`src/rtl/apb_pkg.sv`:
```
// -----------------------------------------------------------------------------
// apb_pkg
//   Shared types and constants for the APB master bridge.
//   - apb_mst_state_t : bridge FSM states
//   - APB_ADDR_W / APB_DATA_W : default APB address / data widths
//   - apb_cmd_t : one system-side command (direction, address, write data)
// -----------------------------------------------------------------------------
package apb_pkg;

   localparam int APB_ADDR_W = 32;
   localparam int APB_DATA_W = 32;

   typedef enum logic [1:0] {
      IDLE   = 2'd0,
      SETUP  = 2'd1,
      ACCESS = 2'd2,
      RESP   = 2'd3
   } apb_mst_state_t;

   typedef struct packed {
      logic                  write;
      logic [APB_ADDR_W-1:0] addr;
      logic [APB_DATA_W-1:0] wdata;
   } apb_cmd_t;

endpackage

```
`src/rtl/apb_wait_timer.sv`:
```
// -----------------------------------------------------------------------------
// apb_wait_timer
//   Counts ACCESS-phase cycles and flags the cycle on which the wait limit is
//   reached.
//   i_clk     : clock
//   i_rst     : synchronous reset, active-high
//   i_clr     : clear the counter (transfer is entering SETUP)
//   i_en      : count this cycle (bridge is in ACCESS)
//   o_expired : current ACCESS cycle is the last one allowed
//               (never asserted when TIMEOUT_CYCLES = 0)
// -----------------------------------------------------------------------------
module apb_wait_timer #(
   parameter int TIMEOUT_CYCLES = 16
) (
   input  logic i_clk,
   input  logic i_rst,
   input  logic i_clr,
   input  logic i_en,
   output logic o_expired
);

   localparam int CW = (TIMEOUT_CYCLES > 0) ? $clog2(TIMEOUT_CYCLES + 1) : 1;

   logic [CW-1:0] r_cnt;

   // Saturating counter: it is never allowed to wrap back to a low value,
   // so a stuck transfer cannot sneak past the compare.
   always_ff @(posedge i_clk) begin
      if (i_rst || i_clr) begin
         r_cnt <= '0;
      end else if (i_en && (r_cnt != {CW{1'b1}})) begin
         r_cnt <= r_cnt + 1'b1;
      end
   end

   // Counter holds the number of ACCESS cycles already completed, so
   // value TIMEOUT_CYCLES-1 marks the TIMEOUT_CYCLES-th ACCESS cycle.
   generate
      if (TIMEOUT_CYCLES == 0) begin : g_no_tmo
         assign o_expired = 1'b0;
      end else begin : g_tmo
         assign o_expired = i_en && (r_cnt == CW'(TIMEOUT_CYCLES - 1));
      end
   endgenerate

endmodule

```
`src/rtl/apb_master_bridge.sv`:
```
// -----------------------------------------------------------------------------
// apb_master_bridge
//   APB3 requester. Accepts one command at a time on a valid/ready channel,
//   runs the SETUP/ACCESS handshake on the APB bus and returns the completion
//   on a valid/ready response channel. An ACCESS-phase timeout aborts
//   transfers whose slave never raises pready.
//   pclk / preset            : clock, synchronous active-high reset
//   cmd_valid/ready          : command handshake
//   cmd_write/addr/wdata     : command payload
//   rsp_valid/ready          : response handshake
//   rsp_rdata/err/timeout    : response payload
//   psel/penable/pwrite/
//   paddr/pwdata             : APB request outputs (all registered)
//   prdata/pready/pslverr    : APB completion inputs
// -----------------------------------------------------------------------------
module apb_master_bridge
   import apb_pkg::*;
#(
   parameter int ADDR_W         = APB_ADDR_W,
   parameter int DATA_W         = APB_DATA_W,
   parameter int TIMEOUT_CYCLES = 16
) (
   input  logic              pclk,
   input  logic              preset,
   input  logic              cmd_valid,
   output logic              cmd_ready,
   input  logic              cmd_write,
   input  logic [ADDR_W-1:0] cmd_addr,
   input  logic [DATA_W-1:0] cmd_wdata,
   output logic              rsp_valid,
   input  logic              rsp_ready,
   output logic [DATA_W-1:0] rsp_rdata,
   output logic              rsp_err,
   output logic              rsp_timeout,
   output logic              psel,
   output logic              penable,
   output logic              pwrite,
   output logic [ADDR_W-1:0] paddr,
   output logic [DATA_W-1:0] pwdata,
   input  logic [DATA_W-1:0] prdata,
   input  logic              pready,
   input  logic              pslverr
);

   apb_mst_state_t    r_state;
   logic              r_cmd_ready;
   logic              r_psel;
   logic              r_penable;
   logic              r_pwrite;
   logic [ADDR_W-1:0] r_paddr;
   logic [DATA_W-1:0] r_pwdata;
   logic              r_rsp_valid;
   logic [DATA_W-1:0] r_rsp_rdata;
   logic              r_rsp_err;
   logic              r_rsp_timeout;

   logic w_accept;
   logic w_aligned;
   logic w_start;
   logic w_in_access;
   logic w_expired;

   assign w_accept    = (r_state == IDLE) && cmd_valid && r_cmd_ready;
   assign w_aligned   = (cmd_addr[1:0] == 2'b00);
   assign w_start     = w_accept && w_aligned;
   assign w_in_access = (r_state == ACCESS);

   apb_wait_timer #(
      .TIMEOUT_CYCLES (TIMEOUT_CYCLES)
   ) u_timer (
      .i_clk     (pclk),
      .i_rst     (preset),
      .i_clr     (w_start),
      .i_en      (w_in_access),
      .o_expired (w_expired)
   );

   always_ff @(posedge pclk) begin
      if (preset) begin
         r_state       <= IDLE;
         r_cmd_ready   <= 1'b1;
         r_psel        <= 1'b0;
         r_penable     <= 1'b0;
         r_pwrite      <= 1'b0;
         r_paddr       <= '0;
         r_pwdata      <= '0;
         r_rsp_valid   <= 1'b0;
         r_rsp_rdata   <= '0;
         r_rsp_err     <= 1'b0;
         r_rsp_timeout <= 1'b0;
      end else begin
         case (r_state)
            IDLE: begin
               if (w_accept) begin
                  r_cmd_ready <= 1'b0;
                  if (w_aligned) begin
                     // Bus fields are latched once here and held through
                     // ACCESS; read transfers drive zero write data.
                     r_state  <= SETUP;
                     r_psel   <= 1'b1;
                     r_pwrite <= cmd_write;
                     r_paddr  <= cmd_addr;
                     r_pwdata <= cmd_write ? cmd_wdata : '0;
                  end else begin
                     // Misaligned: answer with an error, never touch the bus.
                     r_state     <= RESP;
                     r_rsp_valid <= 1'b1;
                     r_rsp_err   <= 1'b1;
                  end
               end
            end
            SETUP: begin
               r_state   <= ACCESS;
               r_penable <= 1'b1;
            end
            ACCESS: begin
               // pready wins over the timeout on the final allowed cycle.
               if (pready) begin
                  r_state     <= RESP;
                  r_psel      <= 1'b0;
                  r_penable   <= 1'b0;
                  r_rsp_valid <= 1'b1;
                  r_rsp_err   <= pslverr;
                  r_rsp_rdata <= (!r_pwrite && !pslverr) ? prdata : '0;
               end else if (w_expired) begin
                  r_state       <= RESP;
                  r_psel        <= 1'b0;
                  r_penable     <= 1'b0;
                  r_rsp_valid   <= 1'b1;
                  r_rsp_err     <= 1'b1;
                  r_rsp_timeout <= 1'b1;
                  r_rsp_rdata   <= '0;
               end
            end
            RESP: begin
               if (rsp_ready) begin
                  r_state       <= IDLE;
                  r_cmd_ready   <= 1'b1;
                  r_rsp_valid   <= 1'b0;
                  r_rsp_rdata   <= '0;
                  r_rsp_err     <= 1'b0;
                  r_rsp_timeout <= 1'b0;
               end
            end
            default: begin
               r_state     <= IDLE;
               r_cmd_ready <= 1'b1;
            end
         endcase
      end
   end

   assign cmd_ready   = r_cmd_ready;
   assign psel        = r_psel;
   assign penable     = r_penable;
   assign pwrite      = r_pwrite;
   assign paddr       = r_paddr;
   assign pwdata      = r_pwdata;
   assign rsp_valid   = r_rsp_valid;
   assign rsp_rdata   = r_rsp_rdata;
   assign rsp_err     = r_rsp_err;
   assign rsp_timeout = r_rsp_timeout;

endmodule

```
`config.mk`:
```
export PLATFORM = sky130hd
export DESIGN_NAME = apb_master_bridge
export DESIGN_NICKNAME = d
export VERILOG_FILES = /design/src/rtl/apb_pkg.sv /design/src/rtl/apb_wait_timer.sv /design/src/rtl/apb_master_bridge.sv
export SDC_FILE = /design/constraint.sdc
export NUM_CORES = 1
export LEC_CHECK = 0
export CORE_ASPECT_RATIO = 1.25
export CORE_UTILIZATION = 44
export CTS_CLUSTER_SIZE = 10
export DETAILED_ROUTE_END_ITERATION = 10
export PLACE_DENSITY_LB_ADDON = 0.1
export SLEW_MARGIN = 10
export SYNTH_ARGS = -nofsm -noshare
export SYNTH_HDL_FRONTEND = slang
export SYNTH_SLANG_ARGS = --single-unit
```
`constraint.sdc`:
```
create_clock -name pclk -period 5.5 [get_ports pclk]
set_input_delay 1.375 -clock pclk [delete_from_list [all_inputs] [get_ports pclk]]
set_output_delay 1.375 -clock pclk [all_outputs]
set_load 0.01 [all_outputs]
```
---- After elaboration in Yosys (flattened, before gate mapping) ----
Cells that the tools add are included.
storage, ports and cells
  logic and storage cells ................. 80
  register bits after elaboration ......... 110
  bits of input ports ..................... 103
cells by class
  reductions and logical operators ........ 24
  add/sub/neg operators ................... 1
  equal/unequal tests ..................... 12
  multiplexer cells ....................... 31
operators by type and width
  kind                                                              count
  32-bit two-way mux                                                5
  32-bit case mux with 2 select lines                               1
  1-bit two-way mux                                                 13
  2-bit != test (second input constant)                             6
  3-bit AND reduction                                               4
  2-bit two-way mux                                                 5
  1-bit case mux with 2 select lines                                4
  2-bit case mux with 4 select lines                                1
  4-bit AND reduction                                               2
  2-bit nonzero test                                                4
  1-bit logical AND                                                 6
  1-bit case mux with 3 select lines                                2
  5-bit by 1-bit adder with 5-bit output (second input constant)    1
  5-bit by 4-bit == test with 1-bit output (second input constant)  1
  5-bit != test (second input constant)                             1
  5-bit AND reduction                                               1
  2-bit == test (second input constant)                             2
  2-bit logical NOT                                                 2
  3-bit != test (second input constant)                             1
  3-bit nonzero test                                                1
  2-bit by 1-bit == test with 1-bit output (second input constant)  1
  1-bit logical NOT                                                 2
  2-bit AND reduction                                               1
  1-bit logical OR                                                  1

---- Logic depth before layout (Yosys ltp) ----
  word-level depth ........................ 5
  gate-level depth with buffers ........... 8

---- Modules after synthesis ----
A second synthesis with hierarchy kept.
unflattened totals
  cell total of the unflattened synthesis .. 510
  area total of the unflattened synthesis .. 4,171.5 um2
by module, submodules not included
  module             area an instance (um2)  cells each  sequential area each (um2)  times used
  apb_master_bridge  3,917.5                 482         2,102.0                     1
  apb_wait_timer     254.0                   28          100.1                       1

---- Worst setup path before layout ----
Ideal clock, no wire load.
  path kind ............................... in2reg
  start point ............................. in pslverr
  end point ............................... reg r_rsp_rdata[1], in the netlist rsp_rdata[1]
  data required time ...................... 5.431 ns
  path buffers ............................ 1
  cell stages on the path ................. 5
  library setup time ...................... 0.069 ns
  arrival ................................. 2.269 ns
  setup slack ............................. 3.163 ns
  path through ............................ nand2b_1 > nor4_2 > clkbuf_1 > nand3_1 > o21ai_1
between the ends
  longest elaborated chain between the ends .. 5
RTL lines
  item                                 RTL line                  source
  start, declared                      apb_master_bridge.sv:42   input logic pslverr
  1-bit logical NOT                    apb_master_bridge.sv:124  r_rsp_rdata <= (!r_pwrite && !pslverr) ? prdata : '0;
  1-bit logical AND                    apb_master_bridge.sv:124
  32-bit two-way mux                   apb_master_bridge.sv:124
  32-bit two-way mux                   apb_master_bridge.sv:118  if (pready) begin
  32-bit case mux with 2 select lines  apb_master_bridge.sv:92   case (r_state)
  end signal, assigned                 apb_master_bridge.sv:124
  end, declared                        apb_master_bridge.sv:53   logic [DATA_W-1:0] r_rsp_rdata;
No other way between the ends.
A chain may end at the register's enable or synchronous reset.

---- Final worst setup path ----
  start point ............................. in cmd_addr[0]
  end point ............................... reg r_paddr[22], in the netlist paddr[22]
between the ends
  longest elaborated chain between the ends .. 2
RTL lines
  item                                  RTL line                  source
  start, declared                       apb_master_bridge.sv:28   input logic [ADDR_W-1:0] cmd_addr,
  2-bit logical NOT                     apb_master_bridge.sv:64   assign w_aligned = (cmd_addr[1:0] == 2'b00);
  3-bit AND reduction (no source line)  -
  end signal, assigned                  apb_master_bridge.sv:102  r_paddr <= cmd_addr;
  end, declared                         apb_master_bridge.sv:50   logic [ADDR_W-1:0] r_paddr;
No other way between the ends.

==> results.toml <==
[outcome]
outcome = "completed"

[finish]
diodes = 0
area_growth_pct = 57.35
nets = 797
nFillCells = 722
fin_area_sq_mm = 0.006646
layout-drive-gt1-share_pct = 3.768

[global_route]
overflow = 0
grt.total_usage_pct = 23.49
grt_start_max_net_pins = 112
grt_pass1_wl_mm = 18.37
antenna_found_initial = 0
grt_pass1_vias = 3865

[power_and_ir_drop]
powerDensity_mw_per_mm2 = 336.0
peakVddDrop_mv = 0.1928
leakagePower_uw = 0.002267

[synth]
ys_types = 33
ys_seq_elements = 110
mappedNetlistArea_sq_mm = 0.004224
avgSynthCellArea_sq_um = 8.364
ys.flop_type = "dfxtp_1"
synth_fp_nets = 616
synth_cells = 505
ys.warnings.count = 0
async_flop_share_pct = 0
yosysSeqAreaShare_pct = 52.13
synth_edf_count = 0

[min_path]
hold_path_class = "register to register"

[floorplanning]
die_area_sq_mm = 0.009998
core_sq_mm = 0.009223
chipWidth_um = 89.64
boundaryPins = 206
rows = 39
initial_core_util_pct = 45.80
die_h_um = 111.5

[drt]
post_drt_via_cell_ratio = 5.160
drcViolationCount = 0
first_pass_iters = 4
wl_per_cell_um = 14.39
vias = 4195
wl_mm = 11.70
final_antenna_net_count = 0
drtIter0Drc = 178

[placement]
port_buffers = 205
gp_congestion = 0.7952
postPlaceCellArea_sq_mm = 0.006326
place_hpwl_mm = 7.968

[cts]
clk_latency_ns = 0.34
post_cts.repair.setup_buffers = 0
cts-root-buf = "clkbuf_16"
clkSinkCount = 110
post_cts_resized = 0
cts_buffer_depth = 2
cts_tree = "built"
cts_buffers = 9
hold_buffers = 0
htreeDepth = 3
cts.clk_slew.worst_paths_ns = 0.07

[timing]
setup_viol_count_final = 0
period_needed_ns = 3.509
period_share_pct = 63.80
hold_viol = 0
tightestPinTransition_ns = 1.205
tns_ns = 0
slew_viol_final = 0
slew-limit-headroom_pct = 19.40
max_freq_ghz = 0.2850
grt_setup_unrepaired = "no"
finClkSkew_ns = 0.01060

[worst_setup_path]
cp_max_fo = 40
critPathKind = "input port to register"
worstPathArrival_ns = 3.68
critPathRequiredTime_ns = 5.67
crit_path_start_kind = "input port"
crit_path_end_kind = "register"

[flow_run]
drv_cap = 0
critical path, cell delays in order:
cell             delay, ns
clkdlybuf4s50_1       0.48
nor2_1                0.24
nand4_1               0.88
buf_12                0.51
nand2_1               0.10
a21oi_1               0.07
path summary, 6_finish.rpt:
kind                            slack (ns)   startpoint    endpoint  depth (start not counted)
worst max register to register        2.95   r_state[0]   paddr[22]                          6
worst max-delay path                  1.99  cmd_addr[0]   paddr[22]                          6
worst min register to register        0.45   pwdata[25]  pwdata[25]                          2
worst min-delay path                  0.45   pwdata[25]  pwdata[25]                          2
sequential cells by signal, indices dropped and copies added, names as in the netlist:
| signal | count |
|---|---|
| paddr | 32 |
| pwdata | 32 |
| rsp_rdata | 32 |
| u_timer.r_cnt | 5 |
| r_state | 2 |
| cmd_ready | 1 |
| penable | 1 |
| psel | 1 |
| pwrite | 1 |
| rsp_err | 1 |
| rsp_timeout | 1 |
| rsp_valid | 1 |
cell type report:
| class | count | area (sq um) | share of cell area [%] |
|---|---|---|---|
| inverter | 5 | 18.77 | 0.2824 |
| clock buffer | 10 | 239.0 | 3.596 |
| timing repair buffer | 209 | 2092 | 31.48 |
| clock inverter | 5 | 81.33 | 1.224 |
| tap | 123 | 153.9 | 2.316 |
| sequential | 110 | 2202 | 33.13 |
| multi-input combinational | 351 | 1859 | 27.97 |
cells in the mapped netlist (3+ instances only):
cell	count	share of area [%]
nor2_1	10	0.89
nor3_1	4	0.47
a21oi_1	67	7.9
o21ai_1	4	0.47
ha_1	8	2.4
nand2b_1	33	4.9
nand2_1	99	8.8
inv_1	5	0.44
clkbuf_1	29	2.6
mux2i_1	3	0.71
dfxtp_1	110	52
buf_2	10	1.2
nand4_1	3	0.44
nor3b_1	3	0.53
a211oi_1	3	0.53
nand3_1	64	7.6
o21ai_0	31	3.7
nor2b_1	3	0.44
per-layer routing:
layer	global-route usage (%)	vias to the layer above	routed length (um)
li1	-	2063	-
met1	27.57	1943	4711
met2	38.43	163	5706
met3	7.265	26	955
met4	10.79	0	325
met5	0	-	0
logic make-up (layout without fill, tap and decap cells):
group	count (synthesis)	count (layout)	share of synthesized area, %
simple gates	224	224	25.59
mux	3	3	0.7109
buf+inv	44	229	4.206
compound gates	113	113	14.37
xor+xnor	3	3	0.6222
fa+ha+maj	8	8	2.370
flops	110	110	52.13
through the flow:
step / setup slack [ns] / utilization, % / total power, uW / instances / hold WS [ns]
after floorplan: 3.163 / - / 1287 / 505 / 0.4761
after global placement: 1.661 / 68.59 / 1534 / 798 / 0.4373
after detailed placement: 1.602 / 68.59 / 1553 / 798 / 0.4446
after CTS: 1.959 / 72.07 / 2250 / 813 / 0.4529
after global routing: 1.813 / 72.07 / 2354 / 813 / 0.4668
final: 1.991 / 72.07 / 2233 / 813 / 0.4509
placed cells by master (no fill, tap or decap), types with 2 or more instances in the layout:
cell / netlist / layout
a211oi_1: 3 / 3
ha_1: 8 / 8
nor3_1: 4 / 4
nand3_1: 64 / 64
xor2_1: 2 / 2
nand4_1: 3 / 3
nor3b_1: 3 / 3
buf_4: 0 / 4
nand2b_1: 33 / 33
dfxtp_1: 110 / 110
mux2i_1: 3 / 3
nand2_1: 99 / 99
clkbuf_16: 0 / 9
bufinv_16: 0 / 2
o21ai_1: 4 / 4
inv_1: 5 / 5
clkdlybuf4s50_1: 0 / 204
nor2b_1: 3 / 3
nor2_1: 10 / 10
o21ai_0: 31 / 31
a21oi_1: 67 / 67
report_power, final:
group | total (uW) | leakage, uW | internal, uW | switching [uW]
Combinational | 621 | 0.00122 | 287 | 335
Clock | 696 | 0.000155 | 410 | 286
Sequential | 915 | 0.000890 | 867 | 47.8
Total | 2230 | 0.00227 | 1560 | 669
No activity file was read; power rests on OpenSTA's default activity.
